`src/rtl/delay_sched.sv`:
```
// delay_sched: shared delay-timer scheduler granting one CBITS counter to NREQ requesters
// Ports: clk, rst (async, active-high); req[NREQ] level requests; len[NREQ*CBITS] per-requester
// lengths (0 selects N); gnt one-hot grant while timing; done one-cycle completion to the winner;
// sig OR of done; busy timer occupied; flg idle and ready; err sticky invariant violation.
// Build option: DELAY_SCHED_PRIO_EN selects fixed lowest-index priority instead of round-robin.
module delay_sched #(
    parameter int NREQ  = 4,
    parameter int CBITS = 15,
    parameter int N     = 20000
) (
    input  logic                  clk,
    input  logic                  rst,
    input  logic [NREQ-1:0]       req,
    input  logic [NREQ*CBITS-1:0] len,
    output logic [NREQ-1:0]       gnt,
    output logic [NREQ-1:0]       done,
    output logic                  sig,
    output logic                  busy,
    output logic                  flg,
    output logic                  err
);
    localparam int PW = (NREQ > 1) ? $clog2(NREQ) : 1;
    typedef enum logic [1:0] {IDLE, RUN, DONE} state_t;
    state_t state;
    logic [CBITS-1:0] cnt, tgt, ln;
    logic [PW-1:0] w, wi;
    logic hit, bad;
`ifndef DELAY_SCHED_PRIO_EN
    logic [PW-1:0] ptr;
`endif
    // Descending scan so the last hit written is the one closest to the search start
    always_comb begin
        hit = 1'b0;
        w = '0;
        for (int k = NREQ - 1; k >= 0; k--) begin
`ifdef DELAY_SCHED_PRIO_EN
            if (req[k]) begin
                hit = 1'b1;
                w = PW'(k);
            end
`else
            if (req[(int'(ptr) + k) % NREQ]) begin
                hit = 1'b1;
                w = PW'((int'(ptr) + k) % NREQ);
            end
`endif
        end
    end
    assign ln = len[int'(w)*CBITS +: CBITS];
    assign bad = (|(gnt & (gnt - NREQ'(1)))) | (|(done & (done - NREQ'(1)))) |
                 ((|gnt) & (|done)) | ((state == RUN) && (cnt > tgt));
    assign flg = (state == IDLE);
    assign busy = (state != IDLE);
    always_ff @(posedge clk or posedge rst) begin
        if (rst) begin
            state <= IDLE;
            cnt <= '0;
            tgt <= '0;
            wi <= '0;
            gnt <= '0;
            done <= '0;
            sig <= 1'b0;
            err <= 1'b0;
`ifndef DELAY_SCHED_PRIO_EN
            ptr <= '0;
`endif
        end else begin
            done <= '0;
            sig <= 1'b0;
            if (bad) err <= 1'b1;
            case (state)
                IDLE: if (hit) begin
                    wi <= w;
                    tgt <= (ln == '0) ? CBITS'(N) : ln;
                    cnt <= CBITS'(1);
                    gnt <= NREQ'(1) << w;
`ifndef DELAY_SCHED_PRIO_EN
                    ptr <= (w == PW'(NREQ - 1)) ? '0 : w + PW'(1);
`endif
                    state <= RUN;
                end
                // Abandon outranks expiry, so a dropped request never sees done
                RUN: if (!req[wi]) begin
                    gnt <= '0;
                    state <= IDLE;
                end else if (cnt == tgt) begin
                    gnt <= '0;
                    done <= NREQ'(1) << wi;
                    sig <= 1'b1;
                    state <= DONE;
                end else begin
                    cnt <= cnt + CBITS'(1);
                end
                DONE: state <= IDLE;
                default: state <= IDLE;
            endcase
        end
    end
endmodule

```
`config.mk`:
```
export PLATFORM = sky130hd
export DESIGN_NAME = delay_sched
export DESIGN_NICKNAME = d
export VERILOG_FILES = /design/src/rtl/delay_sched.sv
export SDC_FILE = /design/constraint.sdc
export NUM_CORES = 1
export LEC_CHECK = 0
export ABC_AREA = 1
export ABC_CLOCK_PERIOD_IN_PS = 2800
export BUFFER_PORTS_ARGS = -buffer_cell sky130_fd_sc_hd__buf_2
export CAP_MARGIN = 10
export CORE_MARGIN = 2
export CORE_UTILIZATION = 55
export DETAILED_ROUTE_END_ITERATION = 7
export MAX_ROUTING_LAYER = met4
export PLACE_DENSITY = 0.81
export SLEW_MARGIN = 40
export SYNTH_ARGS = -nofsm -noshare
export SYNTH_HDL_FRONTEND = slang
export SYNTH_SLANG_ARGS = --single-unit
```
`constraint.sdc`:
```
create_clock -name clk -period 2.8 [get_ports clk]
set_input_delay 0 -clock clk [delete_from_list [all_inputs] [get_ports clk]]
set_output_delay 0 -clock clk [all_outputs]
set_load 0.005 [all_outputs]
```
==> results of run 1 <==
[cell usage after synthesis (2+ instances only)]
cell type    n  share of area (%)
a21oi_1     20                3.0
nor4_1       3               0.56
nor2_1      38                4.3
clkbuf_1     5               0.56
dfrtp_1     46                 35
nand2_1    129                 15
buf_2        3               0.45
nand2_2      7                1.3
buf_6        8                2.7
mux2_2       2               0.68
and3_1       2               0.38
xor2_1       4                1.1
nand4_1      4               0.75
nand3_2      5                1.5
inv_1       51                5.7
o21ai_1      2               0.30
o21ai_0     27                4.1
nor3_1      10                1.5
inv_2        3               0.34
ha_1        20                7.5
nand3_1     72                 11
o22ai_1      2               0.38
[cell usage in the layout (no fill, tap or decap), types with 2 or more instances in the layout]
cell type	Yosys	layout
nand3_1	72	72
buf_2	3	77
o21ai_1	2	2
xor2_1	4	4
nand4_1	4	4
nand2_1	129	127
nand3_2	5	5
clkinvlp_4	0	2
ha_1	20	20
a21oi_1	20	20
clkbuf_8	0	5
o22ai_1	2	2
and3_1	2	2
mux2_2	2	2
nor4_1	3	3
nand2_2	7	8
inv_1	51	49
inv_2	3	3
nor3_1	10	10
nor2_1	38	38
buf_4	1	11
dfrtp_1	46	45
o21ai_0	27	27
[power by group through the flow]
stage	combinational [W]	clock (W)	sequential, W
after detailed placement	0.00295	0	0.00105
after CTS	0.00296	0.000443	0.00104
after global routing	0.00356	0.000472	0.00107
final	0.00312	0.000432	0.00104
after global placement	0.00290	0	0.00104
after floorplan	0.00239	0	0.000995
[final cells by class]
cell class	instances	area [µm²]	share of cell area, %
sequential	46	1152	29.53
tap	75	93.84	2.405
clock buffer	5	68.82	1.763
multi-input combinational	358	1858	47.61
inverter	54	206.4	5.290
clock inverter	3	25.02	0.6412
timing repair buffer	90	498.0	12.76
[how the worst max path moves through the flow]
stage | start | end | slack, ps | depth (start not counted)
final | ptr[0]$_DFFE_PP0P_ | tgt[14]$_DFFE_PP0P_ | 330 | 18
after global routing | ptr[0]$_DFFE_PP0P_ | tgt[9]$_DFFE_PP0P_ | 50 | 18
after CTS | cnt[9]$_DFFE_PP0P_ | tgt[14]$_DFFE_PP0P_ | 230 | 12
after detailed placement | cnt[9]$_DFFE_PP0P_ | tgt[14]$_DFFE_PP0P_ | 260 | 12
after global placement | ptr[0]$_DFFE_PP0P_ | tgt[10]$_DFFE_PP0P_ | 290 | 14
after floorplan | cnt[10]$_DFFE_PP0P_ | tgt[10]$_DFFE_PP0P_ | 560 | 13
[worst max-delay path, delay by kind of cell, from the launching register on]
| family | cells | cell delay (ps) |
|---|---|---|
| and+or+nand+nor | 16 | 1490 |
| buffers and inverters | 2 | 390 |
| DFF | 1 | 500 |
[routing by layer]
layer,vias to the layer above,GRT usage [%],routed length [µm]
met4,0,6.833,80
met3,7,3.297,438
met1,1488,36.07,3855
met2,118,44.80,3802
li1,1710,-,-
met5,-,-,0
[cell families (layout without fill, tap and decap cells)]
logic type,after synthesis,in the layout,share of synthesized area [%]
AO/OA/AOI/OAI,57,57,9.497
buffers and inverters,71,152,10.02
flip-flops,46,46,34.53
XOR/XNOR,5,5,1.314
adder cells (fa/ha/maj),20,20,7.508
multiplexers,2,2,0.6756
AND/OR/NAND/NOR,274,274,36.45
[what timing repair did]
action / CTS / global route
endpoints found under the hold margin: 46 / 0
hold buffers: 1 / 0
resized for setup: 0 / 5
buffers inserted: 0 / 4
endpoints found under the setup margin: 0 / 6
[registers in the layout (all words and copies together) (netlist names)]
signal	flops
gnt	4
cnt	15
err	1
done	4
ptr	2
state	2
wi	2
tgt	15
sig	1
[per-stage QoR]
stage / area (µm²) / util, % / cells / hold slack (ps)
after floorplan: 3333 / - / 475 / 268.2
after global placement: 3741 / 63.56 / 618 / 170.6
after detailed placement: 3741 / 63.56 / 618 / 183.3
after CTS: 3845 / 65.33 / 627 / 81.71
after global routing: 3902 / 66.31 / 631 / 98.27
final: 3902 / 66.31 / 631 / 78.74
==> run metrics, run 1 <==
Hold Fails Final Rpt=0; gpl congestion=0.9317; Area Growth Syn to Fin=17.08%; final setup fails=0; root buffer cell=clkbuf_8; async set-or-reset flop fraction in the synthesized netlist=100.0%; total core area=0.005886 mm²; crit start category=flip-flop; CP endpoint kind=flip-flop; Mapped Avg Cell Area=7.017 µm²; dpl hpwl=6.431 mm; vias in the first global route=3104; clk sinks=46; sequential-to-total area share from yosys stat=34.53%; Syn Inst Count=475; crit path DAT=2710 ps; RSZ-0062 raised after global routing=false; Leakage=2.065 nW; Net Count, Synth=561; Clock Skew=11.63 ps; largest net degree at the start of global routing=47; Worst-Margin Slew=580.7 ps; Power Total=0.004593 W; die area=0.006699 mm²; Top Ports=78; f_max=404.1 MHz; reg2reg path depth=18; Post-synth EDFFs=0; reg2reg start=ptr[0]$_DFFE_PP0P_; DP Worst Slack=261.2 ps; Total GRT Usage=27.33%; Rows=28; Total Wirelength=8.177 mm; IR drop worst, VDD=997.8 µV; min Tclk post-route=2475 ps; post-synthesis register bit count=46; DR vias=3323; first-pass GRT wire length=13.88 mm; Vias/cell=5.266; Netlist cell types=34; max cap viols=0; post-route antenna net violation count=0; H-tree levels=2; clock share of power=9.4%; GR Overflow Total=0; Clock Latency Late Sink=310 ps; setup tns final=0 ps; TritonRoute pass-1 iters=5; R2R setup slack=330 ps; Slew Viols, Final=0; setup ws final=325.1 ps; WP data required=3030 ps; CTS Buf Count=5; DR WL/cell=12.96 µm; first-iteration detailed-routing DRC count=205; Max Fanout on Critical Path=19; layout cells sized above 1=21.76%; synth warn=0; most used cell, CP=nand2_1; hold_sp=len[23]; Endpoint, Worst Hold=tgt[8]$_DFFE_PP0P_; slew margin rel.=61.28%; clk slew on worst S/H paths=90 ps; Worst Hold Class=primary input to flip-flop; DRC violations left=0; Final nets=641; crit path kind=flip-flop to flip-flop; crit path max-delay cell type=dfrtp_2; ANT cells=0; Synth Flop Type=dfrtp_1; slowest stage delay, CP=500 ps; RR Endpoint=tgt[14]$_DFFE_PP0P_; status=complete, no violations; Logic pwr share=68.0%; Reg power frac=22.6%; PortBufs=77; Cell Area, Synth=0.003333 mm²; worst-path cell chain=inv_1 > nand2_1 > nand3_1 > nand2_1 > nand3_2 > nand2_1 > nand2_2 > nand2_2 > buf_4 > nand2_1 > nand3_1 > nand2_1 > nand2_1 > nor2_1 > nand2_1 > nor2_2 > nor2_1 > nor2_1; die height=81.85 µm; post-route clock period utilization=88.39%; switching pwr=0.002404 W; die outline width=81.85 µm; PD cells=1177 mW/mm²; Clock Tree Buf Depth=2; Filler cells=534; TritonCTS clock tree=yes; Sw Ratio=52.34%; Worst Hold Depth=5; Starting Density=56.63%; antenna violations before repair=0; Internal=0.002189 W
Power figures use the tool's default switching activity.
==> inputs of run 2 (changes only) <==
- ABC_CLOCK_PERIOD_IN_PS: 2800 -> 2500
- MAX_ROUTING_LAYER: met4 -> unset
- clock period: 2.8 -> 2.5 ns (I/O delays scaled with it)
==> run 2 against run 1 <==
Compared with the run above:
- power is 16% higher
- highest routed layer unchanged
- via count is 2.3% higher
- cell count is 1.7% higher
- register-to-register slack worse by 190 ps
- clock skew is 6.6 ps lower
- maximum frequency is 4.6% higher
- worst setup slack worse by 190 ps
==> run metrics, run 2 (synthesis gave the netlist of run 1 again) <==
status=complete, no violations; Layout Cells excl Fill=642; Clock Latency Late Sink=300 ps; crit path DAT=2560 ps; min Tclk post-route=2365 ps; setup tns final=0 ps; Hold Slack=94.07 ps; Hold Fails Final Rpt=0; Vias/cell=5.293; Slew Viols, Final=0; reg2reg start=cnt[2]$_DFFE_PP0P_; final setup fails=0; gpl congestion=0.9786; CP endpoint kind=flip-flop; Clock Tree Buf Depth=2; die height=81.85 µm; Endpoint, Worst Hold=tgt[6]$_DFFE_PP0P_; Internal=0.002619 W; IR drop worst, VDD=1184 µV; most common cell after layout, fill and taps aside=nand2_1; hold_sp=len[51]; total core area=0.005886 mm²; most frequent cells in the layout=nand2_1, buf_2, nand3_1, inv_1, dfrtp_1; clk slew on worst S/H paths=90 ps; CTS Buf Count=5; DR WL/cell=12.91 µm; Max Fanout on Critical Path=5; die area=0.006699 mm²; Clock Skew=5.003 ps; H-tree levels=2; first-pass GRT wire length=13.61 mm; dpl hpwl=6.310 mm; biggest regs=cnt: 15 flops, tgt: 15 flops; switching pwr=0.002698 W; vias in the first global route=3062; WP data required=2700 ps; crit path kind=flip-flop to flip-flop; PortBufs=77; ANT cells=0; clk sinks=46; Total Wirelength=8.288 mm; Placed Instances=626; Starting Density=56.63%; largest net degree at the start of global routing=29; PD cells=1328 mW/mm²; first-iteration detailed-routing DRC count=193; Rows=28; DR vias=3398; die outline width=81.85 µm; Top Ports=78; f_max=422.8 MHz; TritonRoute pass-1 iters=5; Final nets=652; clock share of power=10.4%; Total GRT Usage=25.57%; Worst-Margin Slew=429.8 ps; max cap viols=0; TritonCTS clock tree=yes; post-route core utilization=68.03%; layout cells sized above 1=23.46%; DRC violations left=0; Sw Ratio=50.74%; Worst Hold Class=primary input to flip-flop; antenna violations before repair=0; crit start category=flip-flop; post-route antenna net violation count=0; reg2reg path depth=11; R2R setup slack=130 ps; root buffer cell=clkbuf_8; Area Growth Syn to Fin=20.12%; post-route clock period utilization=94.61%; RR Endpoint=cnt[11]$_DFFE_PP0P_; Worst Hold Depth=5; Leakage=2.140 nW; slew margin rel.=71.13%; GR Overflow Total=0; Logic pwr share=67.8%; Reg power frac=21.7%
## run 2: timing repair
action | in CTS | in global routing
resized for setup | 0 | 9
hold buffers | 1 | 0
setup endpoints to repair | 0 | 11
hold endpoints to repair | 23 | 0
buffers inserted | 0 | 7
## run 2: area by class of cell
type,count,area [µm²]
tap,75,93.84
fill,501,1882
inverter,54,203.9
multi-input combinational,358,1876
clock buffer,5,68.82
sequential,46,1152
clock inverter,3,40.04
timing repair buffer,101,569.3
## run 2: routing by layer
layer | global-route usage (%) | vias to the layer above | share of wire, %
met5 | 0 | - | 0
met4 | 7.833 | 0 | 1.3
met3 | 3.516 | 13 | 5.9
met2 | 42.60 | 132 | 46
met1 | 34.41 | 1518 | 46
li1 | - | 1735 | -
## run 2: power groups by stage
stage,Combinational (W),Clock [W],Sequential [W]
6_report,0.00361,0.000556,0.00115
5_1_grt,0.00408,0.000595,0.00118
4_1_cts,0.00340,0.000556,0.00116
3_5_place_dp,0.00339,0,0.00117
3_3_place_gp,0.00328,0,0.00116
2_1_floorplan,0.00268,0,0.00111
## run 2: critical path, cell delays in order (launching register included)
cell and delay [ps]:
dfrtp_1 440, ha_1 310, nand2_1 90, nor4_2 290
nand3_1 140, nand2_1 110, nand2_1 80, inv_1 90
nand2_2 100, a21oi_1 300, nand4_1 120, and3_1 180
## run 2: per-stage QoR
step | total power (W) | setup WS, ps | cell area [µm²]
floorplan | 0.003793 | 255.2 | 3333
global placement | 0.004438 | 159.8 | 3801
detailed placement | 0.004557 | 20.92 | 3802
CTS | 0.005117 | 6.222 | 3921
global route | 0.005850 | -16.76 | 4004
finish | 0.005317 | 134.8 | 4004
## run 2: worst max-delay path by stage
stage | endpoint | slack, ps | start | depth (start not counted)
6_report | cnt[11]$_DFFE_PP0P_ | 130 | cnt[2]$_DFFE_PP0P_ | 11
5_1_grt | cnt[11]$_DFFE_PP0P_ | -20 | cnt[2]$_DFFE_PP0P_ | 11
3_3_place_gp | tgt[10]$_DFFE_PP0P_ | 160 | ptr[0]$_DFFE_PP0P_ | 17
2_1_floorplan | tgt[10]$_DFFE_PP0P_ | 260 | cnt[10]$_DFFE_PP0P_ | 13
3_5_place_dp | tgt[10]$_DFFE_PP0P_ | 20 | ptr[0]$_DFFE_PP0P_ | 17
4_1_cts | tgt[10]$_DFFE_PP0P_ | 6 | ptr[0]$_DFFE_PP0P_ | 17
